<file path="src/rtl/ydma_cfg_credit_arbiter.sv">
// Arbitrates one leaf packet-injection channel between host config words and per-port credit returns.
// Optional per-class packet counters are built when YDMA_ARB_STATS_EN is defined.
module ydma_cfg_credit_arbiter #(
   parameter int PACKET_BITS     = 97,
   parameter int NUM_LEAF_BITS   = 6,
   parameter int NUM_PORT_BITS   = 4,
   parameter int PAYLOAD_BITS    = 64,
   parameter int NUM_OUT_PORTS   = 7,
   parameter int CREDIT_CNT_BITS = 4,
   parameter int MAX_CFG_BURST   = 4
) (
   input  logic                                    clk,
   input  logic                                    reset,
   input  logic                                    cfg_valid,
   output logic                                    cfg_ready,
   input  logic [NUM_LEAF_BITS-1:0]                cfg_leaf,
   input  logic [NUM_PORT_BITS-1:0]                cfg_port,
   input  logic [PAYLOAD_BITS-1:0]                 cfg_payload,
   input  logic [NUM_OUT_PORTS-1:0]                credit_req,
   input  logic [NUM_LEAF_BITS*NUM_OUT_PORTS-1:0]  credit_leaf,
   output logic [PACKET_BITS-1:0]                  pkt_out,
   input  logic                                    pkt_ready,
   output logic [NUM_OUT_PORTS-1:0]                credit_overflow
`ifdef YDMA_ARB_STATS_EN
   ,
   output logic [31:0]                             cfg_pkt_cnt,
   output logic [31:0]                             credit_pkt_cnt
`endif
);

   localparam int PAD_BITS   = PACKET_BITS - 1 - NUM_LEAF_BITS - NUM_PORT_BITS - PAYLOAD_BITS;
   localparam int PTR_BITS   = (NUM_OUT_PORTS > 1) ? $clog2(NUM_OUT_PORTS) : 1;
   localparam int BURST_BITS = $clog2(MAX_CFG_BURST + 1);

   typedef enum logic [1:0] {
      S_IDLE   = 2'd0,
      S_CFG    = 2'd1,
      S_CREDIT = 2'd2
   } state_t;

   state_t                      state_r;
   state_t                      state_nx_s;
   logic [BURST_BITS-1:0]       burst_r;
   logic [BURST_BITS-1:0]       burst_nx_s;
   logic [PTR_BITS-1:0]         rr_ptr_r;
   logic [PTR_BITS-1:0]         winner_s;
   logic                        pend_s;
   logic [CREDIT_CNT_BITS-1:0]  cnt_r [NUM_OUT_PORTS];
   logic [NUM_OUT_PORTS-1:0]    dec_s;
   logic [NUM_OUT_PORTS-1:0]    overflow_r;
   logic [PACKET_BITS-1:0]      pkt_r;
   logic                        load_slot_s;
   logic                        grant_cfg_s;
   logic                        grant_credit_s;

   // Credit returns land on ports 9 and up so they never alias the config ports.
   function automatic logic [NUM_PORT_BITS-1:0] credit_port_f(input logic [PTR_BITS-1:0] idx);
      logic [31:0] sum_v;
      sum_v = 32'(idx) + 32'd9;
      return sum_v[NUM_PORT_BITS-1:0];
   endfunction

   assign load_slot_s = !pkt_r[PACKET_BITS-1] || pkt_ready;

   // Round-robin scan of non-zero credit counters starting at rr_ptr.
   always_comb begin
      logic [PTR_BITS-1:0] idx_v;
      logic                hit_v;
      idx_v    = '0;
      hit_v    = 1'b0;
      pend_s   = 1'b0;
      winner_s = '0;
      for (int k = 0; k < NUM_OUT_PORTS; k++) begin
         idx_v    = PTR_BITS'((int'(rr_ptr_r) + k) % NUM_OUT_PORTS);
         hit_v    = !pend_s && (cnt_r[idx_v] != '0);
         winner_s = hit_v ? idx_v : winner_s;
         pend_s   = pend_s | hit_v;
      end
   end

   // Slot arbitration; grants happen only in load slots and never while in reset.
   always_comb begin
      grant_cfg_s    = 1'b0;
      grant_credit_s = 1'b0;
      state_nx_s     = state_r;
      burst_nx_s     = burst_r;
      if (reset || !load_slot_s) begin
         state_nx_s = state_r;
      end else begin
         case (state_r)
            S_IDLE: begin
               if (cfg_valid) begin
                  grant_cfg_s = 1'b1;
                  state_nx_s  = S_CFG;
                  burst_nx_s  = BURST_BITS'(1);
               end else if (pend_s) begin
                  grant_credit_s = 1'b1;
                  state_nx_s     = S_CREDIT;
               end else begin
                  state_nx_s = S_IDLE;
               end
            end
            S_CFG: begin
               if (cfg_valid && (!pend_s || (burst_r < BURST_BITS'(MAX_CFG_BURST)))) begin
                  grant_cfg_s = 1'b1;
                  burst_nx_s  = (burst_r == BURST_BITS'(MAX_CFG_BURST)) ? burst_r
                                                                       : burst_r + BURST_BITS'(1);
               end else if (pend_s) begin
                  grant_credit_s = 1'b1;
                  state_nx_s     = S_CREDIT;
                  burst_nx_s     = '0;
               end else begin
                  state_nx_s = S_IDLE;
                  burst_nx_s = '0;
               end
            end
            S_CREDIT: begin
               if (cfg_valid) begin
                  grant_cfg_s = 1'b1;
                  state_nx_s  = S_CFG;
                  burst_nx_s  = BURST_BITS'(1);
               end else if (pend_s) begin
                  grant_credit_s = 1'b1;
                  state_nx_s     = S_CREDIT;
               end else begin
                  state_nx_s = S_IDLE;
                  burst_nx_s = '0;
               end
            end
            default: begin
               state_nx_s = S_IDLE;
               burst_nx_s = '0;
            end
         endcase
      end
   end

   // Per-port decrement strobes for the granted credit.
   always_comb begin
      dec_s = '0;
      for (int i = 0; i < NUM_OUT_PORTS; i++) begin
         dec_s[i] = grant_credit_s && (winner_s == PTR_BITS'(i));
      end
   end

   // FSM state, config burst length and round-robin pointer.
   always_ff @(posedge clk) begin
      if (reset) begin
         state_r  <= S_IDLE;
         burst_r  <= '0;
         rr_ptr_r <= '0;
      end else begin
         state_r <= state_nx_s;
         burst_r <= burst_nx_s;
         if (grant_credit_s) begin
            rr_ptr_r <= (winner_s == PTR_BITS'(NUM_OUT_PORTS - 1)) ? '0 : winner_s + PTR_BITS'(1);
         end else begin
            rr_ptr_r <= rr_ptr_r;
         end
      end
   end

   // Pending-credit counters with sticky saturation flags.
   always_ff @(posedge clk) begin
      if (reset) begin
         for (int i = 0; i < NUM_OUT_PORTS; i++) begin
            cnt_r[i] <= '0;
         end
         overflow_r <= '0;
      end else begin
         for (int i = 0; i < NUM_OUT_PORTS; i++) begin
            if (credit_req[i] && !dec_s[i]) begin
               if (cnt_r[i] == '1) begin
                  overflow_r[i] <= 1'b1;
               end else begin
                  cnt_r[i] <= cnt_r[i] + CREDIT_CNT_BITS'(1);
               end
            end else if (!credit_req[i] && dec_s[i]) begin
               cnt_r[i] <= cnt_r[i] - CREDIT_CNT_BITS'(1);
            end else begin
               cnt_r[i] <= cnt_r[i];
            end
         end
      end
   end

   // Output packet register: load on grant, clear on an empty slot, hold under backpressure.
   always_ff @(posedge clk) begin
      if (reset) begin
         pkt_r <= '0;
      end else if (load_slot_s) begin
         if (grant_cfg_s) begin
            pkt_r <= {1'b1, cfg_leaf, cfg_port, {PAD_BITS{1'b0}}, cfg_payload};
         end else if (grant_credit_s) begin
            pkt_r <= {1'b1, credit_leaf[int'(winner_s)*NUM_LEAF_BITS +: NUM_LEAF_BITS],
                      credit_port_f(winner_s), {PAD_BITS{1'b0}}, PAYLOAD_BITS'(1)};
         end else begin
            pkt_r <= '0;
         end
      end else begin
         pkt_r <= pkt_r;
      end
   end

   assign cfg_ready       = grant_cfg_s;
   assign pkt_out         = pkt_r;
   assign credit_overflow = overflow_r;

`ifdef YDMA_ARB_STATS_EN
   logic        is_cfg_r;
   logic [31:0] cfg_cnt_r;
   logic [31:0] credit_cnt_r;

   // Packet-class flag follows pkt_out; handshakes bump the matching counter.
   always_ff @(posedge clk) begin
      if (reset) begin
         is_cfg_r     <= 1'b0;
         cfg_cnt_r    <= 32'd0;
         credit_cnt_r <= 32'd0;
      end else begin
         if (load_slot_s) begin
            is_cfg_r <= grant_cfg_s;
         end else begin
            is_cfg_r <= is_cfg_r;
         end
         if (pkt_r[PACKET_BITS-1] && pkt_ready) begin
            if (is_cfg_r) begin
               cfg_cnt_r <= cfg_cnt_r + 32'd1;
            end else begin
               credit_cnt_r <= credit_cnt_r + 32'd1;
            end
         end else begin
            cfg_cnt_r <= cfg_cnt_r;
         end
      end
   end

   assign cfg_pkt_cnt    = cfg_cnt_r;
   assign credit_pkt_cnt = credit_cnt_r;
`endif

endmodule

</file>
<file path="config.mk">
export PLATFORM = sky130hd
export DESIGN_NAME = ydma_cfg_credit_arbiter
export DESIGN_NICKNAME = d
export VERILOG_FILES = /design/src/rtl/ydma_cfg_credit_arbiter.sv
export SDC_FILE = /design/constraint.sdc
export NUM_CORES = 1
export LEC_CHECK = 0
export CORE_MARGIN = 5
export CORE_UTILIZATION = 45
export CTS_CLUSTER_DIAMETER = 120
export DETAILED_ROUTE_END_ITERATION = 16
export PLACE_DENSITY = 0.82
export SLEW_MARGIN = 5
export SYNTH_ARGS = -nofsm -noshare
export SYNTH_HDL_FRONTEND = slang
export SYNTH_SLANG_ARGS = --single-unit
</file>
<file path="constraint.sdc">
create_clock -name clk -period 17.4 [get_ports clk]
set_clock_uncertainty 0.15 [all_clocks]
set_input_delay 2.61 -clock clk [delete_from_list [all_inputs] [get_ports clk]]
set_output_delay 2.61 -clock clk [all_outputs]
set_load 0.03 [all_outputs]
</file>
==> results.sh, run 1 <==
export IMPL_status="complete, no violations"
export IMPL_fin_hold_ws_ns=0.3195
export IMPL_timing_rr_end="cnt_r[0][3]"
export IMPL_hold_depth=2
export IMPL_numCtsBuffers=17
export IMPL_cts_max_level=4
export IMPL_hold_class="flip-flop to flip-flop"
export IMPL_ys_seq_area_share_pct=32.30
export IMPL_gp_congestion=0.9559
export IMPL_track_usage_pct=22.97
export IMPL_cts_tree="done"
export IMPL_crit_type="flip-flop to primary output"
export IMPL_ir_drop_v=0.00007282
export IMPL_finalHoldViolations=0
export IMPL_grt_pass1_wl_um=38110
export IMPL_ys_async_sr_fraction_pct=0
export IMPL_dieWidth_um=144.8
export IMPL_path_clk_slew_ns=0.05
export IMPL_r2r_start="rr_ptr_r[1]"
export IMPL_die_area_sq_um=20970
export IMPL_grt_max_degree=69
export IMPL_syn_area_sq_um=8180
export IMPL_crit_fanout=68
export IMPL_drtIter0Drc=674
export IMPL_vias_per_cell=5.747
export IMPL_postSynthCellCount=888
export IMPL_placedCellCount=1287
export IMPL_start_util_pct=45.69
export IMPL_cts_hold_buf=0
export IMPL_finalCoreUtilization_pct=60.94
export IMPL_worst_ep_arrival_time_ns=7.03
export IMPL_maxSlewViolCount=0
export IMPL_drc=0
export IMPL_synth_most_common_cell="dfxtp_1"
export IMPL_io_pins=232
export IMPL_cts_setup_buffers=0
export IMPL_syn_area_per_cell_sq_um=9.212
export IMPL_synth_top_area_share_pct=22.03
export IMPL_ctsResizeCount=0
export IMPL_max_freq_ghz=0.1022
export IMPL_antenna_cells=0
export IMPL_wl_um=24910
export IMPL_synth_edf_count=28
export IMPL_die_h_um=144.8
export IMPL_core_area_sq_um=17900
export IMPL_hp_start="credit_overflow[4]"
export IMPL_critPathLaunchType="flip-flop"
export IMPL_clk_latency_ns=0.41
export IMPL_finalSetupTns_ns=0
export IMPL_synthToLayoutAreaGrowth_pct=33.37
export IMPL_required_ns=14.64
export IMPL_io_buffer_count=209
export IMPL_finalNonFillerCells=1317
export IMPL_slew_headroom_pct=19.87
export IMPL_leakage_nw=4.510
export IMPL_reg2regPathDepth=27
export IMPL_fin_crit_ns=9.787
export IMPL_startpoint="rr_ptr_r[1]"
export IMPL_num_vias=7569
export IMPL_yosys_area_top_type="dfxtp_1"
export IMPL_synthTopCellsByCount="dfxtp_1, nor2_1, a22o_1, inv_1, ha_1"
export IMPL_antenna_found_initial=0
export IMPL_n_fill_cell=1491
export IMPL_yosys_top_cells_area="dfxtp_1, edfxtp_1, ha_1"
export IMPL_post_drt_wl_per_cell_um=18.91
export IMPL_power_density_nw_per_um2=104.7
export IMPL_grt_overflow=0
export IMPL_core_rowCount=49
export IMPL_synth_main_ff_cell="dfxtp_1"
export IMPL_clock_path_buffers=2
export IMPL_dp_hpwl_um=18830
export IMPL_dr_pass1_iters=6
export IMPL_ctsRootBufferMaster="clkbuf_16"
export IMPL_period_share_pct=56.25
export IMPL_ys_ff_latch=118
export IMPL_reg2reg_slack_ns=9.28
export IMPL_clock_sinks=118
export IMPL_setup_viol=0
export IMPL_grt_pass1_vias=7440
export IMPL_fin_nets=1271
export IMPL_hold_path_end="credit_overflow[4]"
export IMPL_layout_drive_gt1_share_pct=7.537
export IMPL_rsz0062_at_grt="false"
export IMPL_worstSetupEndpointType="primary output"
export IMPL_yosysWarnings=0
export IMPL_yosys_cell_types_count=89
export IMPL_cap_violations=0
export IMPL_worst_pin_slew_ns=1.191
export IMPL_ant_nets=0
-- worst max-delay path: stages, from the launching register on --
cell             delay, ns
dfxtp_1               0.73
inv_1                 0.25
ha_1                  0.56
inv_1                 0.22
ha_1                  0.25
ha_1                  0.25
a31oi_1               0.21
xnor2_1               0.12
ha_1                  0.27
a31oi_1               0.23
mux2i_2               0.50
or2_2                 0.21
a32oi_2               0.16
nor4b_4               0.47
o21ba_2               0.21
o21a_1                0.31
nor3b_4               0.24
buf_4                 0.57
clkdlybuf4s50_1       0.81
-- report_power, final --
| part | total [W] | internal [W] | switching (W) |
|---|---|---|---|
| clock | 0.000343 | 0.000217 | 0.000127 |
| sequential | 0.000337 | 0.000310 | 0.0000268 |
| combinational | 0.000462 | 0.000195 | 0.000267 |
| total | 0.00114 | 0.000722 | 0.000420 |
-- registers in the layout, summed over array words and instances, names as in the netlist --
register         cells
burst_r              3
cnt_r               28
credit_overflow      7
pkt_out             75
rr_ptr_r             3
state_r              2
-- metrics by stage --
| step | cell area [sq um] | setup WS, ns | total power (W) |
|---|---|---|---|
| 2_1_floorplan | 8259 | 9.775 | 0.0006668 |
| 3_5_place_dp | 10330 | 8.170 | 0.0007950 |
| 5_1_grt | 10910 | 7.268 | 0.001198 |
| 4_1_cts | 10910 | 7.696 | 0.001141 |
| 3_3_place_gp | 10330 | 8.370 | 0.0007856 |
| 6_report | 10910 | 7.613 | 0.001143 |
-- layout by cell type, fill, tap and decap left out, types with 16 or more instances in the layout --
| master | n |
|---|---|
| a21oi_1 | 41 |
| a22o_1 | 63 |
| and3_1 | 19 |
| clkbuf_16 | 19 |
| clkdlybuf4s50_1 | 208 |
| conb_1 | 22 |
| dfxtp_1 | 90 |
| edfxtp_1 | 28 |
| ha_1 | 61 |
| inv_1 | 63 |
| mux2i_1 | 30 |
| nand2_1 | 45 |
| nand3_1 | 18 |
| nor2_1 | 72 |
| o21ai_0 | 16 |
| xnor2_1 | 25 |
-- cells by family after synthesis --
family | share of synthesized area (%)
simple gates | 15.77
compound gates | 23.48
buf+inv | 7.709
flops | 32.30
fa+ha+maj | 10.80
mux | 6.271
xor+xnor | 3.625
other cells | 0.04584
-- per-layer routing --
| metal | GRT usage, % | up-vias | part of all wire, % |
|---|---|---|---|
| met1 | 26.04 | 3595 | 38 |
| met4 | 9.720 | 0 | 3.6 |
| met2 | 40.15 | 331 | 50 |
| li1 | - | 3587 | - |
| met5 | 0 | - | 0 |
| met3 | 6.802 | 56 | 8.0 |
-- cell type report --
class / instances / area (sq um) / share of cell area, %
repair buffers: 217 / 2147 / 19.68
well taps: 229 / 286.5 / 2.626
inverters: 66 / 247.7 / 2.271
flip-flops and latches: 118 / 2643 / 24.22
multi-input cells: 657 / 5006 / 45.88
clock inverters: 9 / 87.58 / 0.8027
clock buffers: 21 / 493.0 / 4.518
-- how the worst max path moves through the flow --
stage	end	cells past startpoint
final	cfg_ready	18
after global routing	cfg_ready	18
after global placement	cfg_ready	18
after CTS	cfg_ready	18
after floorplan	cfg_ready	21
after detailed placement	cfg_ready	18
Note: power is estimated with default switching activity, not from simulation.
==> inputs of run 2 (changes only) <==
==> constraint.sdc (replaced) <==
create_clock -name clk -period 10.3 [get_ports clk]
set_clock_uncertainty 0.15 [all_clocks]
set_input_delay 1.545 -clock clk [delete_from_list [all_inputs] [get_ports clk]]
set_output_delay 1.545 -clock clk [all_outputs]
set_load 0.03 [all_outputs]
==> results.sh, run 2 (synthesis results as in run 1) <==
export IMPL_start_util_pct=45.69
export IMPL_cts_hold_buf=0
export IMPL_cts_setup_buffers=0
export IMPL_maxSlewViolCount=0
export IMPL_core_area_sq_um=17900
export IMPL_setup_viol=0
export IMPL_fin_nets=1272
export IMPL_gp_congestion=0.9135
export IMPL_layout_drive_gt1_share_pct=7.706
export IMPL_rsz0062_at_grt="false"
export IMPL_r2r_start="rr_ptr_r[0]"
export IMPL_crit_end="cfg_ready"
export IMPL_wl_um=24330
export IMPL_critPathLaunchType="flip-flop"
export IMPL_slew_headroom_pct=35.16
export IMPL_startpoint="rr_ptr_r[0]"
export IMPL_antenna_found_initial=0
export IMPL_status="complete, no violations"
export IMPL_crit_fanout=68
export IMPL_post_drt_wl_per_cell_um=18.45
export IMPL_synthToLayoutAreaGrowth_pct=33.18
export IMPL_timing_rr_end="cnt_r[4][3]"
export IMPL_cap_violations=0
export IMPL_track_usage_pct=22.55
export IMPL_regArea_sq_um=2643
export IMPL_grt_max_degree=69
export IMPL_ir_drop_v=0.0001052
export IMPL_final_cell_mix="clkdlybuf4s50_1, dfxtp_1, nor2_1, inv_1, a22o_1"
export IMPL_ctsRootBufferMaster="clkbuf_16"
export IMPL_grt_pass1_vias=7298
export IMPL_finalHoldViolations=0
export IMPL_final_setup_worst_slack_ns=1.624
export IMPL_grt_overflow=0
export IMPL_cts_max_level=4
export IMPL_die_area_sq_um=20970
export IMPL_cts_tree="done"
export IMPL_crit_type="flip-flop to primary output"
export IMPL_ant_nets=0
export IMPL_io_buffer_count=209
export IMPL_hold_class="flip-flop to flip-flop"
export IMPL_vias_per_cell=5.663
export IMPL_leakage_nw=4.496
export IMPL_multiInputGateArea_sq_um=5000
export IMPL_worst_pin_slew_ns=0.9637
export IMPL_reg2reg_slack_ns=2.43
export IMPL_required_ns=8.61
export IMPL_largest_reg_flops=75
export IMPL_grt_pass1_wl_um=37540
export IMPL_drc=0
export IMPL_worstSetupEndpointType="primary output"
export IMPL_period_share_pct=84.23
export IMPL_final_common_cell="clkdlybuf4s50_1"
export IMPL_dr_pass1_iters=5
export IMPL_drtIter0Drc=646
export IMPL_worst_ep_arrival_time_ns=6.98
export IMPL_dp_slack_ns=2.150
export IMPL_power_density_nw_per_um2=175.0
export IMPL_fin_crit_ns=8.676
export IMPL_clock_sinks=118
export IMPL_core_rowCount=49
export IMPL_dp_hpwl_um=18470
export IMPL_reg2regPathDepth=29
export IMPL_ctsResizeCount=0
export IMPL_antenna_cells=0
export IMPL_path_clk_slew_ns=0.05
export IMPL_clock_path_buffers=2
export IMPL_finalSetupTns_ns=0
export IMPL_io_pins=232
export IMPL_num_vias=7469
export IMPL_dieWidth_um=144.8
export IMPL_n_fill_cell=1460
export IMPL_numCtsBuffers=17
export IMPL_max_freq_ghz=0.1153
export IMPL_clk_latency_ns=0.42
export IMPL_die_h_um=144.8
[run 2: cell types whose count changed in the layout (fill, tap and decap cells not counted), sizes merged]
cell / previous run / this run
buf: 9 / 10
bufinv: 1 / 0
clkbuf: 21 / 18
clkinvlp: 1 / 3
inv: 71 / 74
[run 2: critical path, stage by stage (launching register included)]
cell and delay [ns]:
dfxtp_1 0.30, buf_4 0.35, inv_1 0.35, ha_1 0.57, inv_1 0.17, ha_1 0.23
ha_1 0.25, a31oi_1 0.21, xnor2_1 0.12, ha_1 0.27, a31oi_1 0.23, mux2i_2 0.52
or2_2 0.21, a32oi_2 0.15, nor4b_4 0.46, o21ba_2 0.21, o21a_1 0.32, nor3b_4 0.23
buf_4 0.57, clkdlybuf4s50_1 0.80
[run 2: where the power goes]
| part | internal [W] | switching (W) | total, W |
|---|---|---|---|
| Clock | 0.000328 | 0.000241 | 0.000569 |
| Combinational | 0.000331 | 0.000438 | 0.000769 |
| Sequential | 0.000523 | 0.0000450 | 0.000568 |
[run 2: final cells by class]
cell class,instances,share of cell area [%]
Multi-Input combinational cell,657,45.89
Inverter,66,2.274
Clock buffer,18,4.135
Sequential cell,118,24.26
Timing Repair Buffer,218,19.78
Tap cell,229,2.630
Clock inverter,13,1.034
[run 2: stage by stage]
stage	power, W	util (%)	hold WS [ns]	instance area, sq um	std cells
floorplan	0.001126	-	0.2986	8259	909
global placement	0.001322	57.71	0.2997	10330	1288
detailed placement	0.001334	57.71	0.3043	10330	1288
CTS	0.001909	60.85	0.3220	10890	1319
global route	0.002009	60.85	0.3353	10890	1319
finish	0.001906	60.85	0.3192	10890	1319
[run 2: how the worst min path moves through the flow]
stage / start / end / slack (ns) / depth (start not counted)
3_5_place_dp: pkt_out[14] / pkt_out[14] / 0.30 / 1
6_report: credit_overflow[3] / credit_overflow[3] / 0.32 / 2
5_1_grt: pkt_out[15] / pkt_out[15] / 0.34 / 1
3_3_place_gp: credit_overflow[3] / credit_overflow[3] / 0.30 / 2
2_1_floorplan: burst_r[1] / burst_r[1] / 0.30 / 2
4_1_cts: burst_r[1] / burst_r[1] / 0.32 / 2
[run 2: routing by layer]
layer	track usage [%]	share of wire, %	up-vias
li1	-	-	3601
met1	27.48	41	3541
met2	38.08	49	276
met3	6.145	6.8	51
met4	8.395	3.2	0
met5	0	0	-
